**src/rtl/multicycle_control_unit.sv**
```systemverilog
// ----------------------------------------------------------------------------
// multicycle_control_unit
//
// Purpose:
//   FSM-based RV32I control unit for the multi-cycle core. It steps each
//   instruction through FETCH, DECODE, EXEC, MEM and WB, latches the opcode and
//   funct fields on the fetch handshake, waits on the instruction- and
//   data-memory valid handshakes, and traps on unknown opcodes, illegal funct
//   combinations and data-memory timeouts. The datapath selects match the
//   single-cycle decoder, qualified by state.
//
// Ports:
//   clk, reset            rising-edge clock, synchronous active-high reset
//   IM_valid              instruction word valid on opcode_i/fun3/fun7
//   opcode_i, fun3, fun7  instruction opcode, funct3 and instruction bit 30
//   DM_valid              data memory completed the current access
//   im_req, ir_write      fetch request and instruction-field latch enable
//   pc_write              PC update strobe, one cycle per retired instruction
//   mem_en                data memory request, held through MEM
//   Load, Store, Branch, next_sel, Jalr   type flags, valid DECODE..WB
//   reg_write_o           register file write (WB only)
//   operand_a_o/_b_o      ALU operand selects (1 = PC / 1 = immediate)
//   imm_sel, mem_to_reg   immediate format and write-back source selects
//   alu_control           ALU operation
//   illegal_o, timeout_o  sticky trap causes
//   state_o               FETCH0 DECODE1 EXEC2 MEM3 WB4 TRAP7
// ----------------------------------------------------------------------------
module multicycle_control_unit #(
    parameter int FUNCTION3   = 3,
    parameter int OPCODE      = 7,
    parameter int ALU_CONTROL = 4,
    parameter int MEM_TIMEOUT = 16
) (
    input  logic                   clk,
    input  logic                   reset,
    input  logic                   IM_valid,
    input  logic [OPCODE-1:0]      opcode_i,
    input  logic [FUNCTION3-1:0]   fun3,
    input  logic                   fun7,
    input  logic                   DM_valid,
    output logic                   im_req,
    output logic                   ir_write,
    output logic                   pc_write,
    output logic                   mem_en,
    output logic                   Load,
    output logic                   Store,
    output logic                   Branch,
    output logic                   next_sel,
    output logic                   Jalr,
    output logic                   reg_write_o,
    output logic                   operand_a_o,
    output logic                   operand_b_o,
    output logic [2:0]             imm_sel,
    output logic [1:0]             mem_to_reg,
    output logic [ALU_CONTROL-1:0] alu_control,
    output logic                   illegal_o,
    output logic                   timeout_o,
    output logic [2:0]             state_o
);

    localparam int TO_W = $clog2(MEM_TIMEOUT + 1);

    localparam logic [OPCODE-1:0] OP_R      = 7'b0110011;
    localparam logic [OPCODE-1:0] OP_I      = 7'b0010011;
    localparam logic [OPCODE-1:0] OP_LOAD   = 7'b0000011;
    localparam logic [OPCODE-1:0] OP_STORE  = 7'b0100011;
    localparam logic [OPCODE-1:0] OP_BRANCH = 7'b1100011;
    localparam logic [OPCODE-1:0] OP_JAL    = 7'b1101111;
    localparam logic [OPCODE-1:0] OP_JALR   = 7'b1100111;
    localparam logic [OPCODE-1:0] OP_LUI    = 7'b0110111;
    localparam logic [OPCODE-1:0] OP_AUIPC  = 7'b0010111;

    localparam logic [ALU_CONTROL-1:0] ALU_ADD  = 4'd0;
    localparam logic [ALU_CONTROL-1:0] ALU_SUB  = 4'd1;
    localparam logic [ALU_CONTROL-1:0] ALU_SLL  = 4'd2;
    localparam logic [ALU_CONTROL-1:0] ALU_SLT  = 4'd3;
    localparam logic [ALU_CONTROL-1:0] ALU_SLTU = 4'd4;
    localparam logic [ALU_CONTROL-1:0] ALU_XOR  = 4'd5;
    localparam logic [ALU_CONTROL-1:0] ALU_SRL  = 4'd6;
    localparam logic [ALU_CONTROL-1:0] ALU_SRA  = 4'd7;
    localparam logic [ALU_CONTROL-1:0] ALU_OR   = 4'd8;
    localparam logic [ALU_CONTROL-1:0] ALU_AND  = 4'd9;
    localparam logic [ALU_CONTROL-1:0] ALU_LUI  = 4'd15;

    typedef enum logic [2:0] {
        S_FETCH  = 3'd0,
        S_DECODE = 3'd1,
        S_EXEC   = 3'd2,
        S_MEM    = 3'd3,
        S_WB     = 3'd4,
        S_TRAP   = 3'd7
    } state_t;

    state_t                 state;
    logic [OPCODE-1:0]      opcode_q;
    logic [FUNCTION3-1:0]   fun3_q;
    logic                   fun7_q;
    logic [TO_W-1:0]        to_cnt;
    logic                   illegal_q;
    logic                   timeout_q;

    logic                   is_r, is_i, is_load, is_store, is_branch;
    logic                   is_jal, is_jalr, is_lui, is_auipc, known;
    logic                   funct_ok;
    logic [ALU_CONTROL-1:0] alu_dec;

    // Decode the latched instruction fields into type flags, a legality
    // verdict and an ALU operation. Everything here looks only at the latched
    // copy, so IM_valid activity after the fetch cannot disturb an instruction
    // already in flight. Unknown opcodes leave every type flag low, which also
    // keeps the datapath selects at zero for them.
    always_comb begin
        is_r      = (opcode_q == OP_R);
        is_i      = (opcode_q == OP_I);
        is_load   = (opcode_q == OP_LOAD);
        is_store  = (opcode_q == OP_STORE);
        is_branch = (opcode_q == OP_BRANCH);
        is_jal    = (opcode_q == OP_JAL);
        is_jalr   = (opcode_q == OP_JALR);
        is_lui    = (opcode_q == OP_LUI);
        is_auipc  = (opcode_q == OP_AUIPC);
        known     = is_r | is_i | is_load | is_store | is_branch |
                    is_jal | is_jalr | is_lui | is_auipc;

        // Bit 30 only selects SUB (register form) and SRA; anywhere else it is
        // an illegal encoding. Loads reject the unused widths and stores only
        // allow byte, half and word.
        funct_ok = 1'b1;
        if (is_r) begin
            funct_ok = !fun7_q || (fun3_q == 3'b000) || (fun3_q == 3'b101);
        end else if (is_i) begin
            funct_ok = !fun7_q || (fun3_q == 3'b101);
        end else if (is_load) begin
            funct_ok = !((fun3_q == 3'b011) || (fun3_q == 3'b110) || (fun3_q == 3'b111));
        end else if (is_store) begin
            funct_ok = (fun3_q <= 3'b010);
        end

        alu_dec = ALU_ADD;
        if (is_r || is_i) begin
            case (fun3_q)
                3'b000:  alu_dec = (is_r && fun7_q) ? ALU_SUB : ALU_ADD;
                3'b001:  alu_dec = ALU_SLL;
                3'b010:  alu_dec = ALU_SLT;
                3'b011:  alu_dec = ALU_SLTU;
                3'b100:  alu_dec = ALU_XOR;
                3'b101:  alu_dec = fun7_q ? ALU_SRA : ALU_SRL;
                3'b110:  alu_dec = ALU_OR;
                default: alu_dec = ALU_AND;
            endcase
        end else if (is_branch) begin
            case (fun3_q[2:1])
                2'b10:   alu_dec = ALU_SLT;
                2'b11:   alu_dec = ALU_SLTU;
                default: alu_dec = ALU_SUB;
            endcase
        end else if (is_lui) begin
            alu_dec = ALU_LUI;
        end
    end

    // Main sequencer. Reset dominates every state, so an outstanding data
    // access is simply dropped and the next cycle starts a fresh fetch. The
    // MEM wait counter counts cycles without DM_valid; the cycle that would
    // bring it to MEM_TIMEOUT traps instead, unless DM_valid arrives in that
    // same cycle, in which case the access completes normally. The counter is
    // cleared on every MEM exit so the next access gets the full budget.
    always_ff @(posedge clk) begin
        if (reset) begin
            state     <= S_FETCH;
            opcode_q  <= '0;
            fun3_q    <= '0;
            fun7_q    <= 1'b0;
            to_cnt    <= '0;
            illegal_q <= 1'b0;
            timeout_q <= 1'b0;
        end else begin
            case (state)
                S_FETCH: begin
                    if (IM_valid) begin
                        opcode_q <= opcode_i;
                        fun3_q   <= fun3;
                        fun7_q   <= fun7;
                        state    <= S_DECODE;
                    end
                end
                S_DECODE: begin
                    if (!known || !funct_ok) begin
                        illegal_q <= 1'b1;
                        state     <= S_TRAP;
                    end else begin
                        state <= S_EXEC;
                    end
                end
                S_EXEC: begin
                    if (is_load || is_store) begin
                        state <= S_MEM;
                    end else if (is_branch) begin
                        state <= S_FETCH;
                    end else begin
                        state <= S_WB;
                    end
                end
                S_MEM: begin
                    if (DM_valid) begin
                        to_cnt <= '0;
                        state  <= is_load ? S_WB : S_FETCH;
                    end else if (to_cnt == TO_W'(MEM_TIMEOUT - 1)) begin
                        to_cnt    <= '0;
                        timeout_q <= 1'b1;
                        state     <= S_TRAP;
                    end else begin
                        to_cnt <= to_cnt + TO_W'(1);
                    end
                end
                S_WB: begin
                    state <= S_FETCH;
                end
                S_TRAP: begin
                    state <= S_TRAP;
                end
                default: begin
                    state <= S_TRAP;
                end
            endcase
        end
    end

    // Output decode. Strobes depend only on the state (plus the handshake
    // inputs that complete a step), while the type flags and datapath selects
    // are shown from DECODE through WB and forced low in FETCH and TRAP.
    always_comb begin
        logic active;
        active      = (state == S_DECODE) || (state == S_EXEC) ||
                      (state == S_MEM)    || (state == S_WB);

        im_req      = (state == S_FETCH);
        ir_write    = (state == S_FETCH) && IM_valid;
        mem_en      = (state == S_MEM);
        reg_write_o = (state == S_WB);
        pc_write    = ((state == S_EXEC) && is_branch) ||
                      ((state == S_MEM) && DM_valid && is_store) ||
                      (state == S_WB);

        Load        = 1'b0;
        Store       = 1'b0;
        Branch      = 1'b0;
        next_sel    = 1'b0;
        Jalr        = 1'b0;
        operand_a_o = 1'b0;
        operand_b_o = 1'b0;
        imm_sel     = 3'b000;
        mem_to_reg  = 2'b00;
        alu_control = '0;

        if (active) begin
            Load        = is_load;
            Store       = is_store;
            Branch      = is_branch;
            next_sel    = is_jal;
            Jalr        = is_jalr;
            operand_a_o = is_branch | is_jal | is_auipc;
            operand_b_o = known && !is_r;
            alu_control = alu_dec;
            if (is_store) begin
                imm_sel = 3'b001;
            end else if (is_branch) begin
                imm_sel = 3'b010;
            end else if (is_jal) begin
                imm_sel = 3'b011;
            end else if (is_lui || is_auipc) begin
                imm_sel = 3'b100;
            end
            if (is_load) begin
                mem_to_reg = 2'b01;
            end else if (is_jal || is_jalr) begin
                mem_to_reg = 2'b10;
            end
        end

        illegal_o = illegal_q;
        timeout_o = timeout_q;
        state_o   = state;
    end

endmodule

```
**config.mk**
```make
export PLATFORM = sky130hd
export DESIGN_NAME = multicycle_control_unit
export DESIGN_NICKNAME = d
export VERILOG_FILES = /design/src/rtl/multicycle_control_unit.sv
export SDC_FILE = /design/constraint.sdc
export NUM_CORES = 1
export LEC_CHECK = 0
export BUFFER_PORTS_ARGS = -buffer_cell sky130_fd_sc_hd__clkbuf_2
export CAP_MARGIN = 0
export CORE_MARGIN = 3
export CORE_UTILIZATION = 51
export DETAILED_ROUTE_END_ITERATION = 7
export HOLD_SLACK_MARGIN = 0.15
export PLACE_DENSITY = 0.79
export SYNTH_ARGS = -nofsm -noshare
export SYNTH_HDL_FRONTEND = slang
export SYNTH_SLANG_ARGS = --single-unit
```
**constraint.sdc**
```tcl
create_clock -name clk -period 2.4 [get_ports clk]
set_input_delay 0.72 -clock clk [delete_from_list [all_inputs] [get_ports clk]]
set_output_delay 0.72 -clock clk [all_outputs]
set_load 0.03 [all_outputs]
```
==> metrics.txt <==
net count after synthesis=roughly 200; antenna viol nets, final=0; antenna violations before repair=0; Tmin final=roughly 2500 ps; DP HPWL=between 3000 and 4000 um; CP Class=flop to output port; Setup WS pre-CTS=roughly 44 ps; Syn Area/Cell=between 7 and 8 sq um; failing checks=setup timing; Reg2Reg Depth=6; Synth Cell Area=about 1400 sq um; CTS Buf Count=3; Critical Path RT=1680 ps; Cell Int Power=approximately 830 uW; Cell variety after synth=48; detail-routed net length per standard cell=18.2 um; # DRC=0; Net Switching=slightly below 900 uW; Critical Path Fanout Max=4; H-tree depth=1; final worst slack=-131 ps; Clock Path Buffers=2; worst path cell trace=buf_4 > nor3_4 > and3_4 > buf_4 > a21oi_2 > a211oi_2 > clkbuf_8; Worst Hold Depth=2; Hold Worst Slack=about 470 ps; Least-Margin Pin Slew=between 400 and 500 ps; row cnt=18; P_leak=just under 0.9 nW; Hold Violations, Final=0; largest net degree at the start of global routing=22; number of synthesized register bits=21; vias in the first global route=~1700; CP Launch Type=flop; IO Port Bufs=40; pwr dens=827 nW/um^2; part of the power in the clock network=0.101; Die Ht=roughly 58 um; DR vias=around 1700; share of the synthesized area in the top cell type=0.310; Starting Density=0.543; GRT overflow=0; Post-synth top cells=31 x nand2_1, 25 x a21oi_1, 21 x dfxtp_1, 14 x nor2_1, 9 x clkbuf_1; CP arrival=~1800 ps; first-pass GRT wire length=approximately 7900 um; area leader, netlist=dfxtp_1; Setup violations, final=12; most frequent cell after synthesis=nand2_1; switch share=0.510; Hold WC Path Type=flop to flop; Root Buffer=clkbuf_4; max frequency=approximately 400 MHz; CP max stage cell=dfxtp_4; number of clock sinks=21; Final Cycle Share=1.05; largest stage delay on the critical path=around 380 ps; status=finished with violations; MaxCap Viol Count=0; Slew HR=0.721; Post-synth EDFFs=0; Syn. warnings=0; gr usage total=0.308; Top FF cell, synth=dfxtp_1; GP Congestion=0.862; # diodes=0; async set-reset flop share out of synthesis=0; Total Routed Length=4990 um; Boundary Pins=41; Critical Path End Type=output port; fin nets=between 200 and 300; CTS clock-pin slew for the worst setup and hold paths=about 120 ps; Max Slew Vio Count=0; CTS tree=yes; combinational group share of total power=0.590; Worst VDD drop=around 1.3 mV; top cells by area, synth=dfxtp_1 31%, a21oi_1 9.2%, nand2_1 8.6%, nor2_1 3.9%, a211oi_1 2.8%; RSZ-0062 raised after global routing=yes; setup TNS=-948 ps; TritonRoute pass-1 iters=5; share of post-route cells with drive strength above 1=0.480; Die Width=roughly 58 um; sequential share of power=0.309; Worst-Skew Late Latency=310 ps; Clock Skew=a little over 5 ps; sequential element share of the synthesized area=0.310; synthesis-to-layout area growth=51.2%; die footprint=roughly 3300 sq um; cell mode on critical path=buf_4; Initial DRC Count=236; via-per-instance ratio=roughly 6.3; CORE AREA=2500 sq um; Post-Syn Instances=between 150 and 200
critical path, delay by kind of cell (launching register included):
kind | cells | cell delay [ps]
flip-flops | 1 | 380
AO/OA/AOI/OAI | 2 | 230
AND/OR/NAND/NOR | 2 | 410
buffers and inverters | 3 | 470
what timing repair did:
| action | 4_1_cts | 5_1_grt |
|---|---|---|
| resized for setup | 44 | 31 |
| hold buffers | 0 | 0 |
| endpoints found under the hold margin | 0 | 0 |
| pin swaps | 5 | 10 |
| cloned | 0 | 0 |
| buffers inserted | 7 | 5 |
| setup endpoints to repair | 13 | 14 |
cell type report:
| type | count | area (sq um) |
|---|---|---|
| multi-input combinational | 143 | 1010 |
| fill | 148 | 447 |
| clock inverter | 1 | 5.00 |
| sequential | 21 | 437 |
| inverter | 8 | 30.0 |
| timing repair buffer | 68 | 513 |
| tap | 30 | 37.5 |
| clock buffer | 3 | 22.5 |
stage by stage:
step	cell area [sq um]	cells	util	total power, mW
2_1_floorplan	1440	188	-	1.11
4_1_cts	1960	269	0.782	1.61
3_3_place_gp	1720	258	0.689	1.33
6_report	2050	274	0.821	1.70
5_1_grt	2050	274	0.821	1.79
3_5_place_dp	1720	258	0.689	1.37
registers in the layout (all words and copies together) (netlist names):
name / flops
timeout_o: 1
illegal_o: 1
to_cnt: 5
fun3_q: 3
state_o: 3
fun7_q: 1
opcode_q: 7
layer usage:
layer / part of all wire / vias up / global-route usage
met5: 0 / - / 0
met4: 0.055 / 0 / 0.166
met3: 0.069 / 36 / 0.0498
met1: 0.37 / 802 / 0.343
li1: - / 777 / -
met2: 0.50 / 114 / 0.550
power by group through the flow:
stage,logic [mW],registers (mW),clock network [mW]
2_1_floorplan,0.601,0.510,0
3_3_place_gp,0.843,0.490,0
3_5_place_dp,0.874,0.496,0
4_1_cts,0.930,0.507,0.171
5_1_grt,1.07,0.531,0.187
6_report,1.00,0.525,0.172
logic make-up after synthesis:
logic type | count (synthesis) | synth area share
simple gates | 85 | 0.323
buf+inv | 24 | 0.0765
flops | 21 | 0.310
compound gates | 52 | 0.246
fa+ha+maj | 1 | 0.00922
xor+xnor | 3 | 0.0194
mux | 2 | 0.0157
worst paths after layout:
| kind | from | to | slack, ps |
|---|---|---|---|
| max | opcode_q[3] | alu_control[0] | -130 |
| min reg2reg | illegal_o | illegal_o | 470 |
| min | illegal_o | illegal_o | 470 |
| max reg2reg | opcode_q[3] | illegal_o | 520 |
cells in the final DEF, fill, tap and decap left out, drive strengths merged, types with 2 or more instances in the layout:
cell type	netlist	routed
nor4	2	2
a22oi	2	2
nor3	8	8
and3	4	4
dfxtp	21	21
clkbuf	9	32
xnor2	2	2
nor2	14	14
o22ai	2	2
o31ai	2	2
and2	4	4
nand3b	2	2
a211oi	5	5
or3	2	2
inv	8	8
buf	7	39
nand3	5	5
o21ai	4	4
nand2	32	32
a221oi	2	2
nor2b	4	4
a21oi	25	25
nand4	2	2
(Power assumes the default switching activity.)
